`config.mk`:
```
export PLATFORM = sky130hd
export DESIGN_NAME = tt_um_logic_sequencer
export DESIGN_NICKNAME = d
export VERILOG_FILES = /design/src/rtl/tt_um_logic_sequencer.sv
export SDC_FILE = /design/constraint.sdc
export NUM_CORES = 1
export LEC_CHECK = 0
export ABC_AREA = 1
export CORE_ASPECT_RATIO = 0.6
export CORE_MARGIN = 2
export CORE_UTILIZATION = 55
export CTS_BUF_LIST = sky130_fd_sc_hd__clkbuf_4 sky130_fd_sc_hd__clkbuf_8
export CTS_CLUSTER_DIAMETER = 120
export CTS_CLUSTER_SIZE = 8
export DETAILED_ROUTE_END_ITERATION = 16
export PLACE_DENSITY = 0.8
export SLEW_MARGIN = 5
export SYNTH_ARGS = -nofsm -noshare
export SYNTH_HDL_FRONTEND = slang
export SYNTH_SLANG_ARGS = --single-unit
```
`constraint.sdc`:
```
create_clock -name clk -period 1.8 [get_ports clk]
set_clock_uncertainty 0.05 [all_clocks]
set_input_delay 0.36 -clock clk [delete_from_list [all_inputs] [get_ports clk]]
set_output_delay 0.36 -clock clk [all_outputs]
set_load 0.02 [all_outputs]
```
`src/rtl/tt_um_logic_sequencer.sv`:
```
// rtl/tt_um_logic_sequencer.sv - two-operand logic sequencer with a shared multi-cycle logic unit
// Strobes on uio_in[3:0] are synchronized and edge-detected; the FSM captures A, then B/op, then computes.
module tt_um_logic_sequencer #(
  parameter int EXEC_CYCLES = 2
) (
  input  logic       clk,
  input  logic       rst_n,
  input  logic       ena,
  input  logic [7:0] ui_in,
  input  logic [7:0] uio_in,
  output logic [7:0] uo_out,
  output logic [7:0] uio_out,
  output logic [7:0] uio_oe
);

  typedef enum logic [1:0] {
    IDLE  = 2'd0,
    GOT_A = 2'd1,
    EXEC  = 2'd2,
    DONE  = 2'd3
  } state_t;

  localparam logic [3:0] CNT_INIT = 4'(EXEC_CYCLES - 1);

  state_t     state;
  logic [3:0] sync1, sync2, hist;
  logic [3:0] ev;
  logic       wr_ev, clr_ev;
  logic [7:0] a, b;
  logic [1:0] op;
  logic [3:0] cnt;
  logic       busy, done, err, ready;
  logic       unused_ok;

  // The synchronizer and history keep running while disabled, so a strobe
  // seen during ena=0 is consumed rather than replayed when ena returns.
  always_ff @(posedge clk or negedge rst_n) begin
    if (!rst_n) begin
      sync1 <= '0;
      sync2 <= '0;
      hist  <= '0;
    end else begin
      sync1 <= uio_in[3:0];
      sync2 <= sync1;
      hist  <= sync2;
    end
  end

  assign ev        = sync2 & ~hist & {4{ena}};
  assign wr_ev     = ev[0];
  assign clr_ev    = ev[3];
  assign unused_ok = &{1'b0, uio_in[7:4], ev[2:1]};

  function automatic logic [7:0] logic_unit(input logic [7:0] x, input logic [7:0] y,
                                            input logic [1:0] sel);
    case (sel)
      2'b00:   return x & y;
      2'b01:   return x | y;
      2'b10:   return x ^ y;
      default: return ~(x & y);
    endcase
  endfunction

  always_ff @(posedge clk or negedge rst_n) begin
    if (!rst_n) begin
      state  <= IDLE;
      a      <= '0;
      b      <= '0;
      op     <= '0;
      cnt    <= '0;
      uo_out <= '0;
      busy   <= 1'b0;
      done   <= 1'b0;
      err    <= 1'b0;
      ready  <= 1'b1;
    end else if (ena) begin
      if (clr_ev) begin
        state  <= IDLE;
        a      <= '0;
        b      <= '0;
        op     <= '0;
        cnt    <= '0;
        uo_out <= '0;
        busy   <= 1'b0;
        done   <= 1'b0;
        err    <= 1'b0;
        ready  <= 1'b1;
      end else begin
        case (state)
          IDLE: begin
            if (wr_ev) begin
              a     <= ui_in;
              err   <= 1'b0;
              state <= GOT_A;
            end
          end
          GOT_A: begin
            if (wr_ev) begin
              b     <= ui_in;
              op    <= uio_in[2:1];
              cnt   <= CNT_INIT;
              busy  <= 1'b1;
              ready <= 1'b0;
              state <= EXEC;
            end
          end
          EXEC: begin
            // A write while busy is dropped but remembered as an error.
            if (wr_ev) err <= 1'b1;
            if (cnt == 4'd0) begin
              uo_out <= logic_unit(a, b, op);
              done   <= 1'b1;
              busy   <= 1'b0;
              ready  <= 1'b1;
              state  <= DONE;
            end else begin
              cnt <= cnt - 4'd1;
            end
          end
          DONE: begin
            if (wr_ev) begin
              a     <= ui_in;
              done  <= 1'b0;
              err   <= 1'b0;
              state <= GOT_A;
            end
          end
          default: state <= IDLE;
        endcase
      end
    end
  end

  assign uio_out = {ready, err, done, busy, 4'b0000};
  assign uio_oe  = 8'hF0;

endmodule

```
==> results.tsv <==
stage	metric	value	unit
setup_path	R2R setup slack	220	ps
route	number of remaining DRC errors	0	
yosys	post-synthesis sequential area ratio	41.16	%
cts	setup bufs post-CTS	0	
cts	root buf cell	clkbuf_8	
yosys	post-synth top area share	40.14	%
global_route	largest net degree at the start of global routing	25	
floorplanning	# rows	19	
cts	TritonCTS clock tree	yes	
floorplanning	initial core utilization	56.59	%
setup_path	critical path data required time	1390	ps
setup_path	CP delay by family, top	buffers and inverters	
cts	H-tree Lvls	2	
route	drt pass-1 iters	4	
power	leakage power	1.544	nW
cells_and_area	post-route cell area	3018	sq um
setup_path	worst-path maximum fanout	2	
cts	Sink Count	42	
timing	Fmax achieved	0.5957	GHz
setup_path	Data arrival, critical path	1270	ps
floorplanning	DIE HEIGHT	56.81	um
cells_and_area	share of layout cells above drive strength 1	11.61	%
setup_path	CP Class	register to output pin	
timing	final setup vio count	0	
yosys	average cell area after synthesis	8.089	sq um
yosys	Netlist Area Pre-Place	2556	sq um
setup_path	Max stage delay on crit path	610	ps
cts	clock slew seen by the registers of the worst setup and hold paths	70	ps
placed_design	routability cong.	0.8123	
setup_path	Register-to-Register Path Depth	8	
floorplanning	Die Wd	92.01	um
cells_and_area	Post-Layout Cell Count	416	
timing	max-slew violations	0	
global_route	global route overflow	0	
worst_hold_path	min-delay worst type	register to register	
setup_path	worst r2r dst	uo_out[1]	
global_route	first-pass GRT wire length	8507	um
yosys	Synth area leaders	dfrtp_1, nand2_1, ha_1	
cells_and_area	multi-input logic area	1194	sq um
cells_and_area	final core utilization	66.81	%
placed_design	DP Cell Count	407	
yosys	Syn Inst Count	316	
global_route	vias in the first global route	1759	
status	outcome	completed	
placed_design	DP Wirelength	3808	um
cells_and_area	Nets	392	
cells_and_area	Layout Area Growth over Synthesis	18.06	%
setup_path	CP bufs+invs	1	
setup_path	R2R Path Start	cnt[0]	
floorplanning	# IOs	43	
floorplanning	core area	4517	sq um
global_route	initial antenna violation count	0	
yosys	synth warn	0	
cells_and_area	commonest non-fill, non-tap cell in the layout	nand2_1	
flow_run	Max Cap Viol	0	
setup_path	CP cell instances	clkdlybuf4s50_1	
timing	fin crit share	93.27	%
placed_design	placed inst area	2912	sq um
cells_and_area	ant diodes	0	
route	Final ANT Viol Nets	0	
power	Pwr per Cell Area	1385	nW/um^2
global_route	gr usage total	21.32	%
setup_path	endpoint type of the worst setup path	output pin	
route	DR WL/cell	11.83	um
route	via density per instance	4.837	
route	total number of vias	2012	
placed_design	Port Buffers	26	
setup_path	Worst path slowest cell	clkdlybuf4s50_1	
route	drt total wl	4922	um
setup_path	Crit path depth	1	
cts	clock tree buffer depth	2	
cells_and_area	Fillers	382	
timing	Final Hold Vio Count	0	
setup_path	Critical Path Start	err	
cells_and_area	register area	1052	sq um
yosys	area leader, netlist	dfrtp_1	
power	peak supply drop	673.4	uV
timing	RSZ-0062 raised after global routing	false	
setup_path	Worst setup SP type	register	
yosys	Synth cell types	29	
cts	clk_lat worst skew	300	ps
floorplanning	die area	5227	sq um
cts	CTS Buf Count	5	
timing	minimum clock period	1679	ps
route	DRT iter0 DRCs	108	
timing	setup TNS	0	ps
yosys	#FFs+latches synth	42	
cells_and_area	most frequent cells in the layout	nand2_1, inv_1, dfrtp_1	
setup_path	critical path endpoint	uio_out[6]	
[metal layers]
| metal | track usage (%) | routed length [um] | up-vias |
|---|---|---|---|
| met5 | 0 | 0 | - |
| met4 | 6.397 | 51 | 0 |
| met3 | 6.040 | 279 | 8 |
| met2 | 28.36 | 2006 | 57 |
| met1 | 33.30 | 2584 | 904 |
| li1 | - | - | 1043 |
[logic make-up after synthesis]
family / count (synthesis) / synth area share [%]
buffers and inverters: 70 / 13.70
adders and majority gates: 21 / 10.28
and+or+nand+nor: 133 / 23.45
DFF: 42 / 41.16
AOI/OAI and AO/OA: 48 / 11.11
other: 2 / 0.2938
[stage by stage]
step | setup slack, ps | power [mW] | hold slack, ps
detailed placement | -56.61 | 3.541 | 284.7
floorplan | 419.7 | 2.928 | 14.41
CTS | 86.96 | 4.194 | 302.1
finish | 121.2 | 4.180 | 299.6
global route | 57.06 | 4.564 | 312.7
global placement | -16.71 | 3.463 | 275.3
[Yosys cell counts]
library cell	instances
nand2_1	81
a31oi_1	1
buf_2	3
o21bai_1	4
inv_2	1
nand3_1	21
a21oi_1	2
dfrtp_1	41
nand3b_1	1
o211ai_1	7
inv_1	44
dfstp_2	1
o21ai_1	3
o21ai_4	1
clkbuf_1	1
o21ai_2	1
conb_1	2
nor2_4	2
or2_2	1
nand2_2	2
nand3_4	2
nand3_2	2
o21ai_0	29
nand2_4	1
nor2_1	20
buf_6	2
ha_1	21
buf_4	18
clkbuf_2	1
[layout make-up]
type	instances	share of cell area (%)
multi-input cells	214	39.55
clock inverters	1	0.1658
inverters	45	5.597
well taps	63	2.612
clock buffers	7	2.985
flip-flops and latches	42	34.87
repair buffers	44	14.22
[worst min-delay path by stage]
stage / to / cells past startpoint / startpoint
3_3_place_gp: a[1] / 1 / rst_n
2_1_floorplan: a[0] / 0 / rst_n
3_5_place_dp: sync2[3] / 0 / sync1[3]
6_report: sync2[3] / 0 / sync1[3]
4_1_cts: sync2[3] / 0 / sync1[3]
5_1_grt: sync2[0] / 0 / sync1[0]
[power breakdown]
part           leakage [nW]  total (mW)  internal (mW)  switching [mW]
Sequential            0.529        1.52           1.28           0.238
Combinational         0.964        2.02          0.832            1.18
Clock                0.0517       0.644          0.325           0.319
Total                  1.54        4.18           2.44            1.74
[flip-flops by register name, indices dropped and copies added, names as in the netlist]
name,cells
sync2,2
state,2
sync1,2
a,8
done,1
err,1
op,2
ready,1
b,8
uo_out,8
busy,1
hist,2
cnt,4
[what timing repair did]
| item | CTS | global route |
|---|---|---|
| endpoints found under the hold margin | 18 | 0 |
| hold buffers | 1 | 0 |
| resized for setup | 1 | 1 |
| endpoints found under the setup margin | 1 | 10 |
No activity file was read; power rests on OpenSTA's default activity.
